[config.mk]
export PLATFORM = sky130hd
export DESIGN_NAME = banco_limites_temperatura
export DESIGN_NICKNAME = d
export VERILOG_FILES = /design/src/rtl/limites_temperatura_pkg.sv /design/src/rtl/comparador_n.sv /design/src/rtl/banco_limites_temperatura.sv
export SDC_FILE = /design/constraint.sdc
export NUM_CORES = 1
export LEC_CHECK = 0
export CORE_AREA = 2 2 150 123
export CTS_BUF_LIST = sky130_fd_sc_hd__clkbuf_2
export DETAILED_ROUTE_END_ITERATION = 16
export DIE_AREA = 0 0 152 125
export PLACE_DENSITY = 0.74
export SLEW_MARGIN = 20
export SYNTH_ARGS = -nofsm -noshare
export SYNTH_HDL_FRONTEND = slang
export SYNTH_HIERARCHICAL = 1
export SYNTH_SLANG_ARGS = --single-unit
export TNS_END_PERCENT = 30
[constraint.sdc]
create_clock -name clock -period 1.7 [get_ports clock]
set_clock_uncertainty 0.15 [all_clocks]
set_input_delay 0.17 -clock clock [delete_from_list [all_inputs] [get_ports clock]]
set_output_delay 0.17 -clock clock [all_outputs]
set_load 0.02 [all_outputs]
[src/rtl/limites_temperatura_pkg.sv]
// Shared widths, FSM state codes and reset-value helper for the temperature threshold bank.
package limites_temperatura_pkg;

   localparam int NUM_LIM = 7;
   localparam int IDX_W   = 3;
   localparam int TEMP_W  = 16;

   localparam logic [1:0] ST_IDLE   = 2'd0;
   localparam logic [1:0] ST_VERIFY = 2'd1;
   localparam logic [1:0] ST_APPLY  = 2'd2;

   // Reset value of threshold k; wraps modulo 2^TEMP_W like the hardware adder.
   function automatic logic [TEMP_W-1:0] def_value(input logic [TEMP_W-1:0] base,
                                                   input logic [TEMP_W-1:0] step,
                                                   input int k);
      return base + step * TEMP_W'(k);
   endfunction

endpackage

[src/rtl/comparador_n.sv]
// Unsigned N-bit magnitude comparator; lt is high when a < b.
module comparador_n #(
   parameter int N = 16
) (
   input  logic [N-1:0] a,
   input  logic [N-1:0] b,
   output logic         lt
);

   assign lt = (a < b);

endmodule

[src/rtl/banco_limites_temperatura.sv]
// Shadow/active bank of seven temperature thresholds with ordered, atomic commit.
// Optional ascending-order verification is enabled by BANCO_LIMITES_ORDER_CHECK_EN.
module banco_limites_temperatura
   import limites_temperatura_pkg::*;
#(
   parameter logic [TEMP_W-1:0] DEF_BASE = 16'd400,
   parameter logic [TEMP_W-1:0] DEF_STEP = 16'd50
) (
   input  logic              clock,
   input  logic              reset_n,
   input  logic              wr_valid,
   output logic              wr_ready,
   input  logic [IDX_W-1:0]  wr_idx,
   input  logic [TEMP_W-1:0] wr_data,
   input  logic              commit,
   output logic              busy,
   output logic              commit_done,
   output logic              commit_err,
   output logic [IDX_W-1:0]  err_idx,
   output logic [TEMP_W-1:0] lim_temp1,
   output logic [TEMP_W-1:0] lim_temp2,
   output logic [TEMP_W-1:0] lim_temp3,
   output logic [TEMP_W-1:0] lim_temp4,
   output logic [TEMP_W-1:0] lim_temp5,
   output logic [TEMP_W-1:0] lim_temp6,
   output logic [TEMP_W-1:0] lim_temp7
);

   logic [1:0]        state;
   logic [TEMP_W-1:0] shadow [NUM_LIM];
   logic [TEMP_W-1:0] active [NUM_LIM];
   logic              wr_fire;

   assign wr_ready = (state == ST_IDLE);
   assign busy     = (state != ST_IDLE);
   // Index 7 is a legal request that simply has nowhere to land.
   assign wr_fire  = wr_valid && wr_ready && (wr_idx < IDX_W'(NUM_LIM));

   assign lim_temp1 = active[0];
   assign lim_temp2 = active[1];
   assign lim_temp3 = active[2];
   assign lim_temp4 = active[3];
   assign lim_temp5 = active[4];
   assign lim_temp6 = active[5];
   assign lim_temp7 = active[6];

`ifdef BANCO_LIMITES_ORDER_CHECK_EN
   logic [IDX_W-1:0]  pair_idx;
   logic [TEMP_W-1:0] cmp_a;
   logic [TEMP_W-1:0] cmp_b;
   logic              pair_lt;

   assign cmp_a = shadow[pair_idx];
   assign cmp_b = shadow[pair_idx + IDX_W'(1)];

   comparador_n #(.N(TEMP_W)) u_cmp (
      .a  (cmp_a),
      .b  (cmp_b),
      .lt (pair_lt)
   );
`else
   assign commit_err = 1'b0;
   assign err_idx    = '0;
`endif

   always_ff @(posedge clock or negedge reset_n) begin
      if (!reset_n) begin
         state       <= ST_IDLE;
         commit_done <= 1'b0;
`ifdef BANCO_LIMITES_ORDER_CHECK_EN
         commit_err  <= 1'b0;
         err_idx     <= '0;
         pair_idx    <= '0;
`endif
         for (int k = 0; k < NUM_LIM; k++) begin
            shadow[k] <= def_value(DEF_BASE, DEF_STEP, k);
            active[k] <= def_value(DEF_BASE, DEF_STEP, k);
         end
      end else begin
         commit_done <= 1'b0;
`ifdef BANCO_LIMITES_ORDER_CHECK_EN
         commit_err  <= 1'b0;
`endif
         if (wr_fire) begin
            shadow[wr_idx] <= wr_data;
         end
         case (state)
            ST_IDLE: begin
               if (commit) begin
`ifdef BANCO_LIMITES_ORDER_CHECK_EN
                  state    <= ST_VERIFY;
                  pair_idx <= '0;
                  err_idx  <= '0;
`else
                  state    <= ST_APPLY;
`endif
               end
            end
`ifdef BANCO_LIMITES_ORDER_CHECK_EN
            // One adjacent pair per cycle; the last pair checked is (5,6).
            ST_VERIFY: begin
               if (!pair_lt) begin
                  err_idx    <= pair_idx;
                  commit_err <= 1'b1;
                  state      <= ST_IDLE;
               end else if (pair_idx == IDX_W'(NUM_LIM - 2)) begin
                  state <= ST_APPLY;
               end else begin
                  pair_idx <= pair_idx + IDX_W'(1);
               end
            end
`endif
            ST_APPLY: begin
               for (int k = 0; k < NUM_LIM; k++) begin
                  active[k] <= shadow[k];
               end
               commit_done <= 1'b1;
               state       <= ST_IDLE;
            end
            default: begin
               state <= ST_IDLE;
            end
         endcase
      end
   end

endmodule
==> results of run 1 <==
## path summary, 6_finish.rpt
| check | endpoint | slack [ps] | cells after the start |
|---|---|---|---|
| worst max-delay path | shadow[13]$_DFFE_PN0P_ | -270 | 5 |
| worst min-delay path | shadow[30]$_DFFE_PN0P_ | 120 | 2 |
| worst max register to register | shadow[13]$_DFFE_PN0P_ | -270 | 5 |
| worst min register to register | lim_temp1[1]$_DFFE_PN0P_ | 330 | 1 |
| max in group asynchronous | shadow[100]$_DFFE_PN1P_ | 380 | 4 |
| min in group asynchronous | lim_temp5[10]$_DFFE_PN0P_ | 320 | 3 |
## routing by layer
metal / part of all wire / vias up / GRT usage / wire length [microns]
met5: 0 / - / 0 / 0
met4: 0.016 / 0 / 0.0638 / 289
met3: 0.056 / 29 / 0.0503 / 1040
met2: 0.48 / 156 / 0.320 / 8990
met1: 0.45 / 2600 / 0.275 / 8280
li1: - / 2219 / - / -
## power groups by stage
stage                     Combinational (mW)  Sequential [mW]  Clock [mW]
after global routing                    5.35             8.51        3.82
after CTS                               5.05             8.29        3.51
after floorplan                         1.60             9.13           0
after global placement                  4.99             8.20           0
after detailed placement                5.11             8.29           0
final                                   5.05             8.30        3.36
## stage by stage
stage,utilization,instance area (sq um),setup WS [ps]
after floorplan,-,8640,-188
after global placement,0.591,10400,-284
after detailed placement,0.591,10400,-323
after CTS,0.621,11000,-295
after global routing,0.630,11100,-329
final,0.630,11100,-273
## state kept, by name, summed over array words and instances, names as in the netlist
signal / cells
lim_temp6: 16
commit_done: 1
lim_temp3: 16
lim_temp2: 16
lim_temp5: 16
lim_temp4: 16
state: 1
lim_temp1: 16
shadow: 112
lim_temp7: 16
## repair_timing
item                                   4_1_cts  5_1_grt
buffers inserted                            14        0
setup endpoints to repair                  234      247
endpoints found under the hold margin      229        0
pin swaps                                    1        1
gates cloned                                 0        2
hold buffers                                 4        0
resized for setup                          614       26
## synth_stat cells
cell	count	area, sq um
buf_2	9	45.0
nand3b_4	1	20.0
nor3b_4	3	56.3
and3_1	1	6.26
nor2b_1	1	6.26
nand2_2	1	6.26
dfrtp_1	164	4100
buf_6	4	45.0
clkbuf_1	1	3.75
buf_1	5	18.8
dfstp_2	62	1630
nand3b_2	2	22.5
inv_1	1	3.75
conb_1	1	3.75
nand2b_1	1	6.26
nor2_1	1	3.75
mux2_2	224	2520
buf_4	7	52.6
## critical path: cells and delay by family (launching register included)
kind	cells	cell delay, ps
DFF	1	520
buffers and inverters	2	360
muxes	1	340
and+or+nand+nor	2	450
## placed cells by master (no fill, tap or decap), drive strengths merged
cell type,netlist,layout
and3,1,1
buf,25,164
clkbuf,1,85
clkdlybuf4s50,0,21
clkinv,0,17
conb,1,4
dfrtp,164,164
dfstp,62,62
diode,0,1
dlygate4sd3,0,4
inv,1,2
mux2,224,224
nand2,1,1
nand2b,1,1
nand3b,3,3
nor2,1,1
nor2b,1,1
nor3b,3,3
## layout make-up
| class | instances | area (sq um) |
|---|---|---|
| flip-flops and latches | 226 | 5740 |
| diodes | 1 | 2.50 |
| clock inverters | 18 | 68.8 |
| fillers | 1335 | 6540 |
| multi-input cells | 239 | 2750 |
| clock buffers | 83 | 415 |
| repair buffers | 191 | 1860 |
| inverters | 1 | 6.26 |
| well taps | 230 | 288 |
## logic make-up (layout without fill, tap and decap cells)
| kind of cell | Yosys count | after routing | synth area share |
|---|---|---|---|
| simple gates | 11 | 11 | 0.0149 |
| flops | 226 | 226 | 0.670 |
| mux | 224 | 224 | 0.295 |
| buf+inv | 27 | 293 | 0.0197 |
| other cells | 1 | 5 | 0.000438 |
==> impl_metrics.env, run 1 <==
export IMPL_outcome="complete, but fails checks"
export IMPL_violations="negative setup slack"
export IMPL_endpoint_kind="flip-flop"
export IMPL_cp_required_ps=2200
export IMPL_max_stage_delay_ps=520
export IMPL_grt_pass1_vias=5481
export IMPL_synth_seq_cells=226
export IMPL_drv_slew=0
export IMPL_io_pins=142
export IMPL_hold_ws_ps=122
export IMPL_max_cap_viol_count=0
export IMPL_clkTransAtPathRegs_ps=110
export IMPL_startpoint="state[1]$_DFFE_PN0P_"
export IMPL_start_util=0.484
export IMPL_cp_arrival_ps=2470
export IMPL_place_inst=867
export IMPL_port_buffers=137
export IMPL_die_w_microns=152
export IMPL_dieHeight_microns=125
export IMPL_ir_worst_vdd_uv=882
export IMPL_h_tree_depth=2
export IMPL_drt_iter0_markers=180
export IMPL_route_detailed_wl_per_inst_microns=18.8
export IMPL_root_buffer="clkbuf_2"
export IMPL_power_frac_clock=0.201
export IMPL_swShare=0.321
export IMPL_power_frac_seq=0.497
export IMPL_netlist_area_sq_um=8560
export IMPL_wl_microns=18600
export IMPL_synth_cell_types=18
export IMPL_p_leak_nw=5.16
export IMPL_ant_nets=0
export IMPL_vias=5004
export IMPL_power_density_nw_per_um2=1500
export IMPL_grt_pass1_wl_microns=30000
export IMPL_power_switching_mw=5.37
export IMPL_fin_crit_ps=1970
export IMPL_cts_sinks=226
export IMPL_place_congestion=0.781
export IMPL_rows=44
export IMPL_synthCells=489
export IMPL_rsz0062_at_grt="yes"
export IMPL_path_cells="buf_4 > nand3b_4 > nor3b_4 > buf_6 > mux2_2"
export IMPL_r2r_start="state[1]$_DFFE_PN0P_"
export IMPL_crit_fanout=8
export IMPL_grt_antenna_before_repair=0
export IMPL_cts_buffers=55
export IMPL_p_int_mw=11.3
export IMPL_tightestPinTransition_ps=543
export IMPL_instances_no_fill=989
export IMPL_hold_violations=0
export IMPL_hp_class="in2reg"
export IMPL_cp_slowest_cell="dfrtp_4"
export IMPL_setup_ws_ps=-273
export IMPL_drive_above_1_share=0.723
export IMPL_gr_usage_all_layers=0.201
export IMPL_yosysWarnings=6
export IMPL_clockBufferDepth=3
export IMPL_slew_headroom=0.638
export IMPL_drc=0
export IMPL_dieArea_sq_um=19000
export IMPL_core_area_sq_um=17700
export IMPL_grt_overflow=0
export IMPL_firstDrtPassIters=4
export IMPL_startpoint_type="flip-flop"
export IMPL_tritoncts="yes"
export IMPL_finalPower_mw=16.7
export IMPL_clk_latency_ps=790
export IMPL_nets=737
export IMPL_dpl_hpwl_microns=12500
export IMPL_setup_tns_final_ps=-20530
export IMPL_fmax_ghz=0.507
export IMPL_area_growth_pct=30.1
export IMPL_yosysSeqAreaShare=0.670
export IMPL_syn_area_per_cell_sq_um=17.5
export IMPL_critical_path_class="reg2reg"
export IMPL_comb_power_share=0.302
export IMPL_finalSetupViolations=146
export IMPL_min_from="wr_data[14]"
export IMPL_grt_max_degree=69
export IMPL_min_period_over_period=1.16
export IMPL_viasPerCell=5.06
Power figures use the tool's default switching activity.
==> run 2: changes to the inputs <==
--- a/config.mk
+++ b/config.mk
@@ -5,10 +5,10 @@
 export SDC_FILE = /design/constraint.sdc
 export NUM_CORES = 1
 export LEC_CHECK = 0
-export CORE_AREA = 2 2 150 123
+export CORE_AREA = 8 8 156 129
 export CTS_BUF_LIST = sky130_fd_sc_hd__clkbuf_2
 export DETAILED_ROUTE_END_ITERATION = 16
-export DIE_AREA = 0 0 152 125
+export DIE_AREA = 0 0 164 137
 export PLACE_DENSITY = 0.74
 export SLEW_MARGIN = 20
 export SYNTH_ARGS = -nofsm -noshare
==> run 2 against run 1 <==
Against the previous run: worst hold slack worse by 4.3 ps; critical endpoint is now shadow[26]$_DFFE_PN0P_; largest cell class unchanged; core utilization is 1.9 points higher; setup slack better by 60 ps; register-to-register slack better by 60 ps; the run still ends with negative setup slack left; highest routed layer unchanged; via count about the same; non-clock buffer count is 1 higher.
==> impl_metrics.env, run 2 (synthesized netlist as in run 1, its figures left out) <==
export IMPL_start_util=0.484
export IMPL_rsz0062_at_grt="yes"
export IMPL_cp_slowest_cell="dfrtp_4"
export IMPL_final_cell_mix="mux2_2 (176), dfrtp_1 (163), buf_6 (106), clkbuf_2 (80), dfstp_2 (62)"
export IMPL_drc=0
export IMPL_grt_use_met1=0.239
export IMPL_viasPerCell=5.05
export IMPL_register_area_sq_um=5740
export IMPL_grt_pass1_wl_microns=31100
export IMPL_max_cap_viol_count=0
export IMPL_hold_violations=0
export IMPL_cp_top_family="flip-flops"
export IMPL_dieHeight_microns=137
export IMPL_port_buffers=137
export IMPL_rows=44
export IMPL_drt_iter0_markers=185
export IMPL_critical_path_class="reg2reg"
export IMPL_clk_latency_ps=760
export IMPL_r2r_setup_slack_ps=-210
export IMPL_power_density_nw_per_um2=1500
export IMPL_r2r_start="state[1]$_DFFE_PN0P_"
export IMPL_grt_antenna_before_repair=0
export IMPL_layout_commonest_cell="mux2_2"
export IMPL_clkTransAtPathRegs_ps=110
export IMPL_largest_reg_flops=112
export IMPL_crit_buf_inv=2
export IMPL_max_stage_delay_ps=510
export IMPL_dpl_hpwl_microns=13100
export IMPL_path_cells="buf_6 > nand3b_4 > nor3b_4 > buf_12 > mux2_4"
export IMPL_route_detailed_wl_per_inst_microns=20.7
export IMPL_cts_sinks=226
export IMPL_nets=738
export IMPL_slew_headroom=0.612
export IMPL_outcome="complete, but fails checks"
export IMPL_tritoncts="yes"
export IMPL_cts_buffers=55
export IMPL_io_pins=142
export IMPL_grt_pass1_vias=5434
export IMPL_r2r_end="shadow[26]$_DFFE_PN0P_"
export IMPL_dieArea_sq_um=22500
export IMPL_top_usage_layer="met2"
export IMPL_cp_arrival_ps=2390
export IMPL_firstDrtPassIters=4
export IMPL_startpoint_type="flip-flop"
export IMPL_multi_input_area_sq_um=2890
export IMPL_tightestPinTransition_ps=579
export IMPL_drive_above_1_share=0.716
export IMPL_hold_ws_ps=118
export IMPL_wl_microns=20500
export IMPL_die_w_microns=164
export IMPL_drv_slew=0
export IMPL_root_buffer="clkbuf_2"
export IMPL_largest_register="shadow"
export IMPL_num_antenna_cells=0
export IMPL_endpoint_kind="flip-flop"
export IMPL_ant_nets=0
export IMPL_grt_max_degree=49
export IMPL_min_to="shadow[28]$_DFFE_PN0P_"
export IMPL_gr_usage_all_layers=0.180
export IMPL_core_area_sq_um=17700
export IMPL_crit_fanout=10
export IMPL_grt_overflow=0
export IMPL_met2_usage=0.278
export IMPL_area_growth_pct=34.1
export IMPL_ff2ff_path_depth=5
export IMPL_min_period_over_period=1.13
export IMPL_fmax_ghz=0.523
export IMPL_finalPower_mw=17.2
export IMPL_cp_required_ps=2180
export IMPL_clockBufferDepth=3
export IMPL_violations="negative setup slack"
export IMPL_h_tree_depth=2
export IMPL_hold_path_depth=2
export IMPL_num_fill_cells=1257
export IMPL_setup_ws_ps=-213
export IMPL_finalSetupViolations=143
export IMPL_fin_crit_ps=1910
export IMPL_p_leak_nw=5.32
export IMPL_min_from="wr_data[12]"
export IMPL_place_congestion=0.779
export IMPL_hp_class="in2reg"
export IMPL_vias=5002
export IMPL_ir_worst_vdd_uv=819
export IMPL_use_met3=0.0586
-- run 2: worst register-to-register path: stages, from the launching register on --
cell      delay, ps
dfrtp_4         510
buf_6           150
nand3b_4        200
nor3b_4         290
buf_12          190
mux2_4          310
-- run 2: metal layers --
| layer | vias up | wire (microns) |
|---|---|---|
| met4 | 0 | 286 |
| met3 | 25 | 1390 |
| met1 | 2616 | 9230 |
| li1 | 2224 | - |
| met2 | 137 | 9560 |
| met5 | - | 0 |
-- run 2: how the worst max path moves through the flow --
stage,start,endpoint,slack (ps),depth (start not counted)
after global placement,wr_idx[2],shadow[56]$_DFFE_PN0P_,-300,5
after CTS,state[1]$_DFFE_PN0P_,wr_ready,-300,3
after global routing,state[1]$_DFFE_PN0P_,wr_ready,-300,3
after floorplan,state[1]$_DFFE_PN0P_,shadow[21]$_DFFE_PN0P_,-190,5
after detailed placement,wr_idx[2],shadow[61]$_DFFE_PN0P_,-360,5
final,state[1]$_DFFE_PN0P_,shadow[26]$_DFFE_PN0P_,-210,5
-- run 2: final cells by class --
cell class | instances | area share
clock buffer | 80 | 0.0349
sequential | 226 | 0.500
tap | 230 | 0.0251
timing repair buffer | 192 | 0.180
clock inverter | 23 | 0.00764
inverter | 1 | 0.000764
multi-input combinational | 239 | 0.252
-- run 2: power by group --
group	leakage [nW]	internal, mW	total, mW	switching (mW)
logic	2.30	3.13	5.49	2.37
clock network	0.371	1.27	3.37	2.10
registers	2.64	7.26	8.34	1.08
total	5.32	11.7	17.2	5.55
-- run 2: per-stage QoR --
| stage | worst slack, ps | cell area, sq um | TNS (ps) | util | cells |
|---|---|---|---|---|---|
| final | -213 | 11500 | -16660 | 0.649 | 991 |
| after global placement | -301 | 10400 | -18940 | 0.590 | 860 |
| after CTS | -301 | 11100 | -29790 | 0.630 | 987 |
| after floorplan | -188 | 8640 | -6510 | - | 492 |
| after global routing | -301 | 11500 | -33790 | 0.649 | 991 |
| after detailed placement | -358 | 10400 | -24060 | 0.590 | 860 |
-- run 2: what timing repair did --
| action | CTS | global route |
|---|---|---|
| endpoints found under the setup margin | 286 | 273 |
| gates resized for setup | 651 | 64 |
| cloned | 0 | 3 |
| pin swaps | 2 | 4 |
| setup buffers | 19 | 1 |
| hold buffers | 5 | 0 |
| hold endpoints to repair | 228 | 0 |
